==> src/rtl/tcbm_link_ctrl_pkg.sv <==
// Shared definitions for the TCBM drive-side link controller: FSM state encodings,
// DAV/ACK active levels and transfer direction codes.
package tcbm_link_ctrl_pkg;

  typedef enum logic [2:0] {
    ST_IDLE      = 3'd0,
    ST_RX_SETTLE = 3'd1,
    ST_RX_HOLD   = 3'd2,
    ST_TX_DRIVE  = 3'd3,
    ST_WAIT_REL  = 3'd4
  } state_t;

  localparam logic DAV_ACTIVE = 1'b0;
  localparam logic DAV_IDLE   = 1'b1;
  localparam logic ACK_ACTIVE = 1'b0;
  localparam logic ACK_IDLE   = 1'b1;
  localparam logic DIR_RX     = 1'b0;
  localparam logic DIR_TX     = 1'b1;

  // The handshake holds ACK low from the byte hand-off until DAV is released.
  function automatic logic holds_ack(input state_t st);
    return (st == ST_TX_DRIVE) || (st == ST_WAIT_REL);
  endfunction

endpackage

==> src/rtl/tcbm_sync.sv <==
// Flop-chain synchronizer for the asynchronous, active-low DAV line; resets to the
// idle (high) level so the controller never sees a spurious request after reset.
module tcbm_sync #(
  parameter int STAGES = 2
) (
  input  logic clock,
  input  logic reset,
  input  logic d,
  output logic q
);

  logic [STAGES-1:0] sync_r;

  // Shift the asynchronous input through the chain.
  always_ff @(posedge clock) begin
    if (reset) begin
      sync_r <= {STAGES{1'b1}};
    end else begin
      sync_r <= {sync_r[STAGES-2:0], d};
    end
  end

  assign q = sync_r[STAGES-1];

endmodule

==> src/rtl/tcbm_link_ctrl.sv <==
// TCBM drive-side protocol engine: 4-phase DAV/ACK handshake with a valid/ready byte port.
// Optional handshake watchdog is enabled with `define TCBM_TIMEOUT_EN.
module tcbm_link_ctrl
  import tcbm_link_ctrl_pkg::*;
#(
  parameter int SYNC_STAGES    = 2,
  parameter int SETTLE_CYCLES  = 3,
  parameter int TIMEOUT_CYCLES = 65535
) (
  input  logic       clock,
  input  logic       reset,
  input  logic       dav_i,
  output logic       ack_o,
  input  logic [7:0] bus_i,
  output logic [7:0] bus_o,
  output logic       bus_oe,
  output logic [1:0] st_o,
  input  logic       dir,
  output logic [7:0] rx_data,
  output logic       rx_valid,
  input  logic       rx_ready,
  input  logic [7:0] tx_data,
  input  logic [1:0] tx_status,
  input  logic       tx_valid,
  output logic       tx_ready,
  output logic       busy,
  output logic       timeout_err
);

  localparam int SETTLE_W = (SETTLE_CYCLES > 1) ? $clog2(SETTLE_CYCLES) : 1;

  if ((SYNC_STAGES < 2) || (SETTLE_CYCLES < 1) || (TIMEOUT_CYCLES < 1) || (TIMEOUT_CYCLES > 65535)) begin : g_param_check
    $error("tcbm_link_ctrl: parameter out of range");
  end

  logic                dav_s;
  logic                timeout_hit_s;
  state_t              state_r, state_nxt_s;
  logic [SETTLE_W-1:0] settle_cnt_r, settle_cnt_nxt_s;
  logic                ack_r, ack_nxt_s;
  logic [7:0]          bus_o_r, bus_o_nxt_s;
  logic                bus_oe_r, bus_oe_nxt_s;
  logic [1:0]          st_r, st_nxt_s;
  logic [7:0]          rx_data_r, rx_data_nxt_s;
  logic                rx_valid_r, rx_valid_nxt_s;
  logic                tx_ready_r, tx_ready_nxt_s;
  logic                busy_r, busy_nxt_s;
  logic                timeout_err_r, timeout_err_nxt_s;

  tcbm_sync #(.STAGES(SYNC_STAGES)) u_dav_sync (
    .clock (clock),
    .reset (reset),
    .d     (dav_i),
    .q     (dav_s)
  );

`ifdef TCBM_TIMEOUT_EN
  logic [15:0] wait_cnt_r;

  // Watchdog counts cycles spent waiting on the consumer or on DAV release.
  always_ff @(posedge clock) begin
    if (reset) begin
      wait_cnt_r <= 16'd0;
    end else if (state_nxt_s != state_r) begin
      wait_cnt_r <= 16'd0;
    end else if ((state_r == ST_RX_HOLD) || (state_r == ST_WAIT_REL)) begin
      wait_cnt_r <= wait_cnt_r + 16'd1;
    end else begin
      wait_cnt_r <= wait_cnt_r;
    end
  end

  assign timeout_hit_s = ((state_r == ST_RX_HOLD) || (state_r == ST_WAIT_REL)) &&
                         (wait_cnt_r == 16'(TIMEOUT_CYCLES - 1));
`else
  assign timeout_hit_s = 1'b0;
`endif

  // State register plus settle counter.
  always_ff @(posedge clock) begin
    if (reset) begin
      state_r      <= ST_IDLE;
      settle_cnt_r <= {SETTLE_W{1'b0}};
    end else begin
      state_r      <= state_nxt_s;
      settle_cnt_r <= settle_cnt_nxt_s;
    end
  end

  // Next-state logic; the settle counter is loaded with SETTLE_CYCLES-1 so the byte
  // is latched on the SETTLE_CYCLES-th edge spent in RX_SETTLE.
  always_comb begin
    state_nxt_s      = state_r;
    settle_cnt_nxt_s = settle_cnt_r;
    case (state_r)
      ST_IDLE: begin
        if (dav_s == DAV_ACTIVE) begin
          if (dir == DIR_RX) begin
            state_nxt_s      = ST_RX_SETTLE;
            settle_cnt_nxt_s = SETTLE_W'(SETTLE_CYCLES - 1);
          end else if (tx_valid) begin
            state_nxt_s = ST_TX_DRIVE;
          end else begin
            state_nxt_s = ST_IDLE;
          end
        end else begin
          state_nxt_s = ST_IDLE;
        end
      end
      ST_RX_SETTLE: begin
        if (dav_s == DAV_IDLE) begin
          state_nxt_s = ST_IDLE;
        end else if (settle_cnt_r == {SETTLE_W{1'b0}}) begin
          state_nxt_s = ST_RX_HOLD;
        end else begin
          settle_cnt_nxt_s = settle_cnt_r - SETTLE_W'(1);
        end
      end
      ST_RX_HOLD: begin
        if (timeout_hit_s) begin
          state_nxt_s = ST_IDLE;
        end else if (rx_ready) begin
          state_nxt_s = ST_WAIT_REL;
        end else begin
          state_nxt_s = ST_RX_HOLD;
        end
      end
      ST_TX_DRIVE: begin
        state_nxt_s = ST_WAIT_REL;
      end
      ST_WAIT_REL: begin
        if (timeout_hit_s || (dav_s == DAV_IDLE)) begin
          state_nxt_s = ST_IDLE;
        end else begin
          state_nxt_s = ST_WAIT_REL;
        end
      end
      default: begin
        state_nxt_s = ST_IDLE;
      end
    endcase
  end

  // Next values of the registered outputs, derived from the transition being taken.
  always_comb begin
    ack_nxt_s         = holds_ack(state_nxt_s) ? ACK_ACTIVE : ack_r;
    bus_o_nxt_s       = bus_o_r;
    bus_oe_nxt_s      = bus_oe_r;
    st_nxt_s          = st_r;
    rx_data_nxt_s     = rx_data_r;
    rx_valid_nxt_s    = rx_valid_r;
    tx_ready_nxt_s    = 1'b0;
    timeout_err_nxt_s = 1'b0;
    busy_nxt_s        = (state_nxt_s != ST_IDLE);
    case (state_r)
      ST_IDLE: begin
        if (state_nxt_s == ST_TX_DRIVE) begin
          bus_o_nxt_s    = tx_data;
          st_nxt_s       = tx_status;
          bus_oe_nxt_s   = 1'b1;
          tx_ready_nxt_s = 1'b1;
        end else begin
          ack_nxt_s = ACK_IDLE;
        end
      end
      ST_RX_SETTLE: begin
        if (state_nxt_s == ST_RX_HOLD) begin
          rx_data_nxt_s  = bus_i;
          rx_valid_nxt_s = 1'b1;
        end else begin
          rx_valid_nxt_s = rx_valid_r;
        end
      end
      ST_RX_HOLD: begin
        if (timeout_hit_s) begin
          ack_nxt_s         = ACK_IDLE;
          bus_oe_nxt_s      = 1'b0;
          rx_valid_nxt_s    = 1'b0;
          timeout_err_nxt_s = 1'b1;
        end else if (rx_ready) begin
          rx_valid_nxt_s = 1'b0;
        end else begin
          rx_valid_nxt_s = 1'b1;
        end
      end
      ST_TX_DRIVE: begin
        bus_oe_nxt_s = 1'b1;
      end
      ST_WAIT_REL: begin
        if (state_nxt_s == ST_IDLE) begin
          ack_nxt_s         = ACK_IDLE;
          bus_oe_nxt_s      = 1'b0;
          rx_valid_nxt_s    = 1'b0;
          timeout_err_nxt_s = timeout_hit_s;
        end else begin
          ack_nxt_s = ACK_ACTIVE;
        end
      end
      default: begin
        ack_nxt_s    = ACK_IDLE;
        bus_oe_nxt_s = 1'b0;
      end
    endcase
  end

  // Output registers.
  always_ff @(posedge clock) begin
    if (reset) begin
      ack_r         <= ACK_IDLE;
      bus_o_r       <= 8'h00;
      bus_oe_r      <= 1'b0;
      st_r          <= 2'b00;
      rx_data_r     <= 8'h00;
      rx_valid_r    <= 1'b0;
      tx_ready_r    <= 1'b0;
      busy_r        <= 1'b0;
      timeout_err_r <= 1'b0;
    end else begin
      ack_r         <= ack_nxt_s;
      bus_o_r       <= bus_o_nxt_s;
      bus_oe_r      <= bus_oe_nxt_s;
      st_r          <= st_nxt_s;
      rx_data_r     <= rx_data_nxt_s;
      rx_valid_r    <= rx_valid_nxt_s;
      tx_ready_r    <= tx_ready_nxt_s;
      busy_r        <= busy_nxt_s;
      timeout_err_r <= timeout_err_nxt_s;
    end
  end

  assign ack_o       = ack_r;
  assign bus_o       = bus_o_r;
  assign bus_oe      = bus_oe_r;
  assign st_o        = st_r;
  assign rx_data     = rx_data_r;
  assign rx_valid    = rx_valid_r;
  assign tx_ready    = tx_ready_r;
  assign busy        = busy_r;
  assign timeout_err = timeout_err_r;

endmodule

==> config.mk <==
export PLATFORM = sky130hd
export DESIGN_NAME = tcbm_link_ctrl
export DESIGN_NICKNAME = d
export VERILOG_FILES = /design/src/rtl/tcbm_link_ctrl_pkg.sv /design/src/rtl/tcbm_sync.sv /design/src/rtl/tcbm_link_ctrl.sv
export SDC_FILE = /design/constraint.sdc
export NUM_CORES = 1
export LEC_CHECK = 0
export CAP_MARGIN = 25
export CELL_PAD_IN_SITES_DETAIL_PLACEMENT = 1
export CELL_PAD_IN_SITES_GLOBAL_PLACEMENT = 1
export CORE_MARGIN = 2
export CORE_UTILIZATION = 33
export DETAILED_ROUTE_END_ITERATION = 10
export GPL_TIMING_DRIVEN = 0
export HOLD_SLACK_MARGIN = 0.02
export PLACE_DENSITY = 0.88
export SLEW_MARGIN = 20
export SYNTH_ARGS = -nofsm -noshare
export SYNTH_HDL_FRONTEND = slang
export SYNTH_SLANG_ARGS = --single-unit
==> constraint.sdc <==
create_clock -name clock -period 4.45 [get_ports clock]
set_clock_uncertainty 0.15 [all_clocks]
set_input_delay 0.6675 -clock clock [delete_from_list [all_inputs] [get_ports clock]]
set_output_delay 0.6675 -clock clock [all_outputs]
set_load 0.1 [all_outputs]
# Word level (Yosys, flattened, before mapping)
# Index checks and enable logic that the tools add are counted.
[totals]
wordCells = 67
reg_bits = 30
in_bits = 24
out_inout_bits = 24
[op_classes]
n_bitwise = 2
n_eq_ne = 14
n_reduce_logical = 15
add_sub_neg = 1
muxes = 24
[ops]
columns = ["cell", "count"]
rows = [
  ["$mux 3", 5],
  ["$pmux 3 s5", 1],
  ["$ne 2x2->1 const B", 7],
  ["$eq 3x2->1 const B", 4],
  ["$mux 2", 6],
  ["$mux 1", 8],
  ["$eq 3x3->1 const B", 2],
  ["$logic_not 3->1", 2],
  ["$pmux 1 s3", 2],
  ["$reduce_and 3->1", 2],
  ["$reduce_bool 3->1", 2],
  ["$reduce_and 5->1", 1],
  ["$pmux 1 s4", 1],
  ["$pmux 2 s2", 1],
  ["$reduce_and 2->1", 2],
  ["$reduce_or 2->1", 2],
  ["$eq 3x1->1 const B", 1],
  ["$reduce_or 3->1", 1],
  ["$logic_not 2->1", 1],
  ["$not 1->1", 2],
  ["$reduce_bool 2->1", 1],
  ["$sub 2x1->2 const B", 1],
  ["$logic_or 1x1->1", 1],
]

# Logic depth before layout (Yosys ltp)
# Gate-level depths: netlist of run 1.
[depth]
depth_word = 9
depth_mapped = 6
depth_no_buf = 6

# Hierarchy
# From an unflattened synthesis of run 1, not the netlist that was laid out.
[hier_totals]
cells_unflattened = 150
hier_area_um2 = 1340.0
[modules_own_cells]
columns = ["module", "seq_area_each_um2", "cells_per_inst", "n_inst", "area_each_um2"]
rows = [
  ["tcbm_link_ctrl", 560.5, 146, 1, 1287.5],
  ["tcbm_sync", 40.0, 4, 1, 52.6],
]

# Least setup slack after synthesis of run 1
# No wires, ideal clock.
[synth_timing]
path_type = "flip-flop to flip-flop"
startpoint = "register settle_cnt_r[0]"
endpoint = "register settle_cnt_r[0]"
stages_incl_launch_ff = 7
required_ns = 4.230
synth_period_minus_slack_ns = 1.840
path_buffers = 0
setup_time_ns = 0.070
setup_slack_ns = 2.610
arrival_time_ns = 1.619
path_cell_list = "dfxtp_1 inv_1 ha_1 a2111oi_4 nand2_2 or4b_1 a21oi_1"
[synth_via]
elab_chain_cells = 4
elab_cells_between_ends = 7
classes_between = "add/sub: 1; eq/ne: 1; mux: 3; reduce/logical: 2"
[synth_rtl]
columns = ["element", "line_no", "rtl"]
rows = [
  ["start: declaration", "tcbm_link_ctrl.sv:39", "logic [SETTLE_W-1:0] settle_cnt_r, settle_cnt_nxt_s;"],
  ["start signal: assignment", "tcbm_link_ctrl.sv:83", "settle_cnt_r <= {SETTLE_W{1'b0}};"],
  ["start signal: assignment", "tcbm_link_ctrl.sv:86", "settle_cnt_r <= settle_cnt_nxt_s;"],
  ["$sub 2x1->2", "tcbm_link_ctrl.sv:116", "settle_cnt_nxt_s = settle_cnt_r - SETTLE_W'(1);"],
  ["$mux 2", "tcbm_link_ctrl.sv:113", "end else if (settle_cnt_r == {SETTLE_W{1'b0}}) begin"],
  ["$mux 2", "tcbm_link_ctrl.sv:111", "if (dav_s == DAV_IDLE) begin"],
  ["$pmux 2 s2", "tcbm_link_ctrl.sv:95", "case (state_r)"],
]
# Parallel ways exist; a longest one is shown, timed or not. The select of a mux whose other input is x is not followed.
# A chain may end at the register's enable or synchronous reset.

# Worst setup path in the final report of run 1
[layout_timing]
startpoint = "register bus_o_r[6], in the netlist bus_o[6]"
endpoint = "output bus_o[6]"
[layout_rtl]
columns = ["element", "line_no", "rtl"]
rows = [
  ["start: declaration", "tcbm_link_ctrl.sv:41", "logic [7:0] bus_o_r, bus_o_nxt_s;"],
  ["start signal: assignment", "tcbm_link_ctrl.sv:220", "bus_o_r <= bus_o_nxt_s;"],
  ["end: declaration", "tcbm_link_ctrl.sv:15", "output logic [7:0] bus_o,"],
]
# No word-level cell between the ends.

==> flow_metrics.env, run 1 <==
export IMPL_outcome="completed"
export IMPL_core_sq_mm=0.00342
export IMPL_drt_initial_drc_count=12
export IMPL_cp_end_kind="output port"
export IMPL_dieArea_sq_mm=0.00415
export IMPL_worst_pin_slew_ps=1010
export IMPL_cp_data_required_time_ps=3630
export IMPL_ys_seq_area_share_pct=49.8
export IMPL_track_usage_pct=16.4
export IMPL_yosys_warnings=0
export IMPL_cp_max_fo=2
export IMPL_hold_path_class="reg2reg"
export IMPL_path_cells="clkdlybuf4s50_1"
export IMPL_clock_path_buffers=2
export IMPL_yosys_top_cells_area="dfxtp_1 (50%), mux2i_1 (15%), nor2_1 (8.1%)"
export IMPL_hold_buffers=0
export IMPL_slowest_stage="clkdlybuf4s50_1"
export IMPL_slew_violations=0
export IMPL_area_growth_pct=47.1
export IMPL_postSynthAreaPerCell_sq_um=9.96
export IMPL_setup_violations=0
export IMPL_max_freq_mhz=377
export IMPL_netlist_area_leader_share_pct=49.8
export IMPL_overflow=0
export IMPL_ys_seq_elements=30
export IMPL_wirelength_microns=3110
export IMPL_clock_latency_ps=330
export IMPL_worstRegToRegCells=6
export IMPL_synth_most_common_cell="dfxtp_1"
export IMPL_cp_arrival_ps=1840
export IMPL_root_buffer="clkbuf_4"
export IMPL_ant_nets=0
export IMPL_r2r_slack_ps=2440
export IMPL_io_buffers=45
export IMPL_synth_edf_count=0
export IMPL_async_flop_share_pct=0
export IMPL_r2r_end="settle_cnt_r[0]$_SDFFE_PP0P_"
export IMPL_rsz0062_at_grt="false"
export IMPL_grt_max_degree=11
export IMPL_synth_common_cells="dfxtp_1 (30), nor2_1 (26), mux2i_1 (18), clkbuf_1 (4)"
export IMPL_vdd_drop_max_mv=0.210
export IMPL_viasPerCell=4.76
export IMPL_max_stage_delay_ps=1140
export IMPL_post_cts_buffers=0
export IMPL_grt_pass1_wl_microns=5200
export IMPL_startpoint_type="flip-flop"
export IMPL_rows=21
export IMPL_vias=1048
export IMPL_dr_pass1_iters=4
export IMPL_layout_nets=198
export IMPL_gp_routability_congestion=0.763
export IMPL_dieHeight_microns=64.4
export IMPL_worst_path_stages=1
export IMPL_post_route_cell_area_sq_mm=0.00177
export IMPL_antenna_found_initial=0
export IMPL_hold_start="u_dav_sync.sync_r[0]$_SDFF_PP1_"
export IMPL_cp_top_family="buffers and inverters"
export IMPL_place_detailed_hpwl_microns=2340
export IMPL_p_leak_nw=0.772
export IMPL_io_pins=48
export IMPL_syn_nets=146
export IMPL_initial_utilization_pct=35.3
export IMPL_p_per_area_mw_per_mm2=290
export IMPL_drc=0
export IMPL_synth_area_sq_mm=0.00120
export IMPL_fin_crit_sh_pct=59.6
export IMPL_rr_startpoint="settle_cnt_r[0]$_SDFFE_PP0P_"
export IMPL_netlist_instances=121
export IMPL_grt_pass1_vias=1156
export IMPL_fillers=395
export IMPL_cts_tree="done"
export IMPL_yosys_area_top_type="dfxtp_1"
export IMPL_slew_headroom_pct=32.6
export IMPL_hold_viol_final=0
export IMPL_place_area_sq_mm=0.00171
export IMPL_crit_type="reg2out"
export IMPL_clkTransAtPathRegs_ps=100
export IMPL_diodes=0
export IMPL_clock_sinks=30
export IMPL_min_period_ps=2650
export IMPL_fin_tns_setup_ps=0
export IMPL_cts_made_buffers=5
export IMPL_worstHoldPathCells=1
export IMPL_synth_cell_types=34
export IMPL_cts_htree_levels=2
export IMPL_fp_dieW_microns=64.4
export IMPL_drive_gt1_share_pct=10.3
export IMPL_wire_per_inst_microns=14.1
export IMPL_timing_critical_path_buf_inv=1
export IMPL_maxCapViolations=0
export IMPL_synthFlopType="dfxtp_1"
export IMPL_min_to="u_dav_sync.sync_r[1]$_SDFF_PP1_"
export IMPL_cts_resized=0
## through the flow
stage	setup WS [ps]	total power, W	instances	hold WS [ps]	util [%]
3_5_place_dp	2150	0.000350	212	252	50.1
6_report	1800	0.000514	220	270	51.9
5_1_grt	1730	0.000536	220	295	51.9
3_3_place_gp	2170	0.000348	212	245	50.1
2_1_floorplan	2610	0.000320	121	239	-
4_1_cts	1770	0.000521	220	276	51.9
## cell type report
cell class / instances / area, sq um / area share [%]
Buffer: 8 / 50.0 / 2.82
Clock buffer: 7 / 55.1 / 3.11
Clock inverter: 1 / 5.00 / 0.282
Inverter: 3 / 11.3 / 0.635
Multi-Input combinational cell: 80 / 543 / 30.6
Sequential cell: 30 / 601 / 33.9
Tap cell: 46 / 57.6 / 3.25
Timing Repair Buffer: 45 / 450 / 25.4
## how the worst max path moves through the flow
stage                                            start                      endpoint  slack, ps
after floorplan           settle_cnt_r[0]$_SDFFE_PP0P_  settle_cnt_r[0]$_SDFFE_PP0P_       2610
after global placement                ack_o$_SDFF_PP1_                         ack_o       2170
after detailed placement                           dir         bus_o[6]$_SDFFE_PP0P_       2150
after CTS                        bus_o[4]$_SDFFE_PP0P_                      bus_o[4]       1770
after global routing           rx_data[7]$_SDFFE_PP0P_                    rx_data[7]       1730
final                            bus_o[6]$_SDFFE_PP0P_                      bus_o[6]       1800
## sequential cells by signal, indices dropped and copies added (netlist names)
name and cells:
bus_o 8, u_dav_sync.sync_r 2, tx_ready 1, st_o 2
state_r 3, busy 1, rx_valid 1, rx_data 8
bus_oe 1, settle_cnt_r 2, ack_o 1
## per-layer routing
layer | track usage (%) | wire length, microns | up-vias | share of wire, %
met5 | 0 | 0 | - | 0
met4 | 5.59 | 45 | 0 | 1.4
met3 | 8.16 | 295 | 5 | 9.5
met2 | 29.8 | 1550 | 35 | 50
met1 | 16.0 | 1220 | 493 | 39
li1 | - | - | 515 | -
## cells in the final DEF, fill, tap and decap left out, types with 2 or more instances in the layout
cell type,count
a21o_1,2
a21oi_1,3
buf_6,2
clkbuf_1,5
clkbuf_4,5
clkdlybuf4s50_1,45
dfxtp_1,30
inv_1,3
mux2i_1,18
nand2_1,3
nor2_1,26
nor2b_1,3
o21ai_0,2
or2_2,3
## power breakdown
| part | switching (W) | leakage, nW | total (W) | internal [W] |
|---|---|---|---|---|
| combinational | 0.0000391 | 0.494 | 0.0000688 | 0.0000297 |
| sequential | 0.00000235 | 0.243 | 0.000275 | 0.000272 |
| clock | 0.0000938 | 0.0353 | 0.000170 | 0.0000765 |
## cell families (layout without fill, tap and decap cells)
kind of cell               count (synthesis)  in the layout  share of synthesized area (%)
adders and majority gates                  1              1                           1.04
AOI/OAI and AO/OA                         15             15                           10.2
buffers and inverters                     11             64                           5.09
DFF                                       30             30                           49.8
other                                      1              1                          0.311
muxes                                     19             19                           15.9
and+or+nand+nor                           44             44                           17.7
No activity file was read; power rests on OpenSTA's default activity.
==> run 2: changes to the inputs <==
--- a/config.mk
+++ b/config.mk
@@ -9,11 +9,11 @@
 export CELL_PAD_IN_SITES_DETAIL_PLACEMENT = 1
 export CELL_PAD_IN_SITES_GLOBAL_PLACEMENT = 1
 export CORE_MARGIN = 2
-export CORE_UTILIZATION = 33
+export CORE_UTILIZATION = 31
 export DETAILED_ROUTE_END_ITERATION = 10
 export GPL_TIMING_DRIVEN = 0
 export HOLD_SLACK_MARGIN = 0.02
-export PLACE_DENSITY = 0.88
+export PLACE_DENSITY = 0.84
 export SLEW_MARGIN = 20
 export SYNTH_ARGS = -nofsm -noshare
 export SYNTH_HDL_FRONTEND = slang
==> constraint.sdc (replaced) <==
create_clock -name clock -period 2.64 [get_ports clock]
set_clock_uncertainty 0.15 [all_clocks]
set_input_delay 0.396 -clock clock [delete_from_list [all_inputs] [get_ports clock]]
set_output_delay 0.396 -clock clock [all_outputs]
set_load 0.1 [all_outputs]
==> flow_metrics.env, run 2 (synthesis results as in run 1) <==
export IMPL_outcome="completed"
export IMPL_io_pins=48
export IMPL_cts_htree_levels=2
export IMPL_ff_latch_area_sq_um=601
export IMPL_io_buffers=45
export IMPL_clkTransAtPathRegs_ps=70
export IMPL_slowest_stage="clkdlybuf4s50_1"
export IMPL_rows=22
export IMPL_dieHeight_microns=66.3
export IMPL_viasPerCell=4.79
export IMPL_drive_gt1_share_pct=10.3
export IMPL_mostFrequentLayoutCells="clkdlybuf4s50_1 (45), dfxtp_1 (30), nor2_1 (26), mux2i_1 (18), clkbuf_8 (6)"
export IMPL_crit_start="rx_data[2]$_SDFFE_PP0P_"
export IMPL_wirelength_microns=3440
export IMPL_clock_path_buffers=2
export IMPL_core_sq_mm=0.00369
export IMPL_cp_endpoint="rx_data[2]"
export IMPL_grt_pass1_vias=1179
export IMPL_fin_crit_sh_pct=88.1
export IMPL_antenna_found_initial=0
export IMPL_startpoint_type="flip-flop"
export IMPL_hold_buffers=0
export IMPL_timing_critical_path_buf_inv=1
export IMPL_dieArea_sq_mm=0.00440
export IMPL_setup_violations=0
export IMPL_place_detailed_hpwl_microns=2440
export IMPL_worst_pin_slew_ps=1000
export IMPL_p_leak_nw=0.785
export IMPL_rsz0062_at_grt="false"
export IMPL_drt_initial_drc_count=13
export IMPL_worstRegToRegCells=6
export IMPL_maxCapViolations=0
export IMPL_cp_end_kind="output port"
export IMPL_worst_path_stages=1
export IMPL_hold_viol_final=0
export IMPL_grt_met2_usage_pct=33.0
export IMPL_vdd_drop_max_mv=0.299
export IMPL_cts_resized=0
export IMPL_cp_max_fo=2
export IMPL_fin_tns_setup_ps=0
export IMPL_initial_utilization_pct=32.7
export IMPL_overflow=0
export IMPL_finish_utilization_pct=49.0
export IMPL_globalRouteMet1Util_pct=17.0
export IMPL_slew_headroom_pct=32.9
export IMPL_gp_routability_congestion=0.748
export IMPL_cts_tree="done"
export IMPL_fin_ws_ps=315
export IMPL_fillers=433
export IMPL_clock_sinks=30
export IMPL_post_cts_buffers=0
export IMPL_r2r_end="settle_cnt_r[0]$_SDFFE_PP0P_"
export IMPL_root_buffer="clkbuf_8"
export IMPL_multi_input_comb_area_sq_um=543
export IMPL_place_ws_ps=607
export IMPL_diodes=0
export IMPL_grt_busiest_layer="met2"
export IMPL_cp_arrival_ps=1780
export IMPL_ant_nets=0
export IMPL_grt_max_degree=11
export IMPL_cts_made_buffers=5
export IMPL_path_cells="clkdlybuf4s50_1"
export IMPL_layout_nets=198
export IMPL_vias=1064
export IMPL_area_growth_pct=49.9
export IMPL_drc=0
export IMPL_dr_pass1_iters=4
export IMPL_layout_commonest_cell="clkdlybuf4s50_1"
export IMPL_grt_pass1_wl_microns=5690
export IMPL_max_freq_mhz=430
export IMPL_fp_dieW_microns=66.3
export IMPL_track_usage_pct=17.5
export IMPL_slew_violations=0
export IMPL_wire_per_inst_microns=15.5
export IMPL_cp_top_family="buffers and inverters"
export IMPL_rr_startpoint="settle_cnt_r[0]$_SDFFE_PP0P_"
export IMPL_clock_latency_ps=280
export IMPL_crit_type="reg2out"
export IMPL_p_per_area_mw_per_mm2=530
export IMPL_cp_data_required_time_ps=2090
export IMPL_grt_use_met3_pct=6.98
export IMPL_total_power_w=0.000958
export IMPL_max_stage_delay_ps=1140
export IMPL_hold_path_class="reg2reg"
export IMPL_r2r_slack_ps=610
export IMPL_min_period_ps=2330
run 2: where the power goes:
part / internal [W] / switching, W / total, W
Combinational: 0.0000502 / 0.0000676 / 0.000118
Sequential: 0.000460 / 0.00000460 / 0.000464
Clock: 0.000210 / 0.000166 / 0.000376
run 2: through the flow:
step	instance area [sq um]	hold slack [ps]	cells
6_report	1810	298	222
5_1_grt	1810	310	222
4_1_cts	1810	290	222
3_5_place_dp	1720	256	214
3_3_place_gp	1720	245	214
2_1_floorplan	1200	239	121
run 2: layer usage:
| layer | share of wire [%] | vias to the layer above |
|---|---|---|
| met2 | 54 | 39 |
| met3 | 7.7 | 5 |
| met1 | 37 | 509 |
| met5 | 0 | - |
| met4 | 1.3 | 0 |
| li1 | - | 511 |
run 2: area by class of cell:
cell class	instances	share of cell area (%)
flip-flops and latches	30	33.2
multi-input cells	80	30.1
repair buffers	45	24.9
clock buffers	7	4.78
well taps	48	3.32
plain buffers	8	2.77
inverters	3	0.623
clock inverters	1	0.277
run 2: worst min-delay path by stage:
stage	from	cells past startpoint	to	slack, ps
floorplan	u_dav_sync.sync_r[0]$_SDFF_PP1_	1	u_dav_sync.sync_r[1]$_SDFF_PP1_	240
global route	u_dav_sync.sync_r[0]$_SDFF_PP1_	1	u_dav_sync.sync_r[1]$_SDFF_PP1_	310
detailed placement	u_dav_sync.sync_r[0]$_SDFF_PP1_	1	u_dav_sync.sync_r[1]$_SDFF_PP1_	260
finish	u_dav_sync.sync_r[0]$_SDFF_PP1_	1	u_dav_sync.sync_r[1]$_SDFF_PP1_	300
CTS	u_dav_sync.sync_r[0]$_SDFF_PP1_	1	u_dav_sync.sync_r[1]$_SDFF_PP1_	290
global placement	u_dav_sync.sync_r[0]$_SDFF_PP1_	1	u_dav_sync.sync_r[1]$_SDFF_PP1_	250
run 2: worst register-to-register path, delay by kind of cell (launching register included):
kind | cells | cell delay (ps)
fa+ha+maj | 1 | 250
simple gates | 2 | 590
compound gates | 2 | 550
buf+inv | 1 | 60
flops | 1 | 370
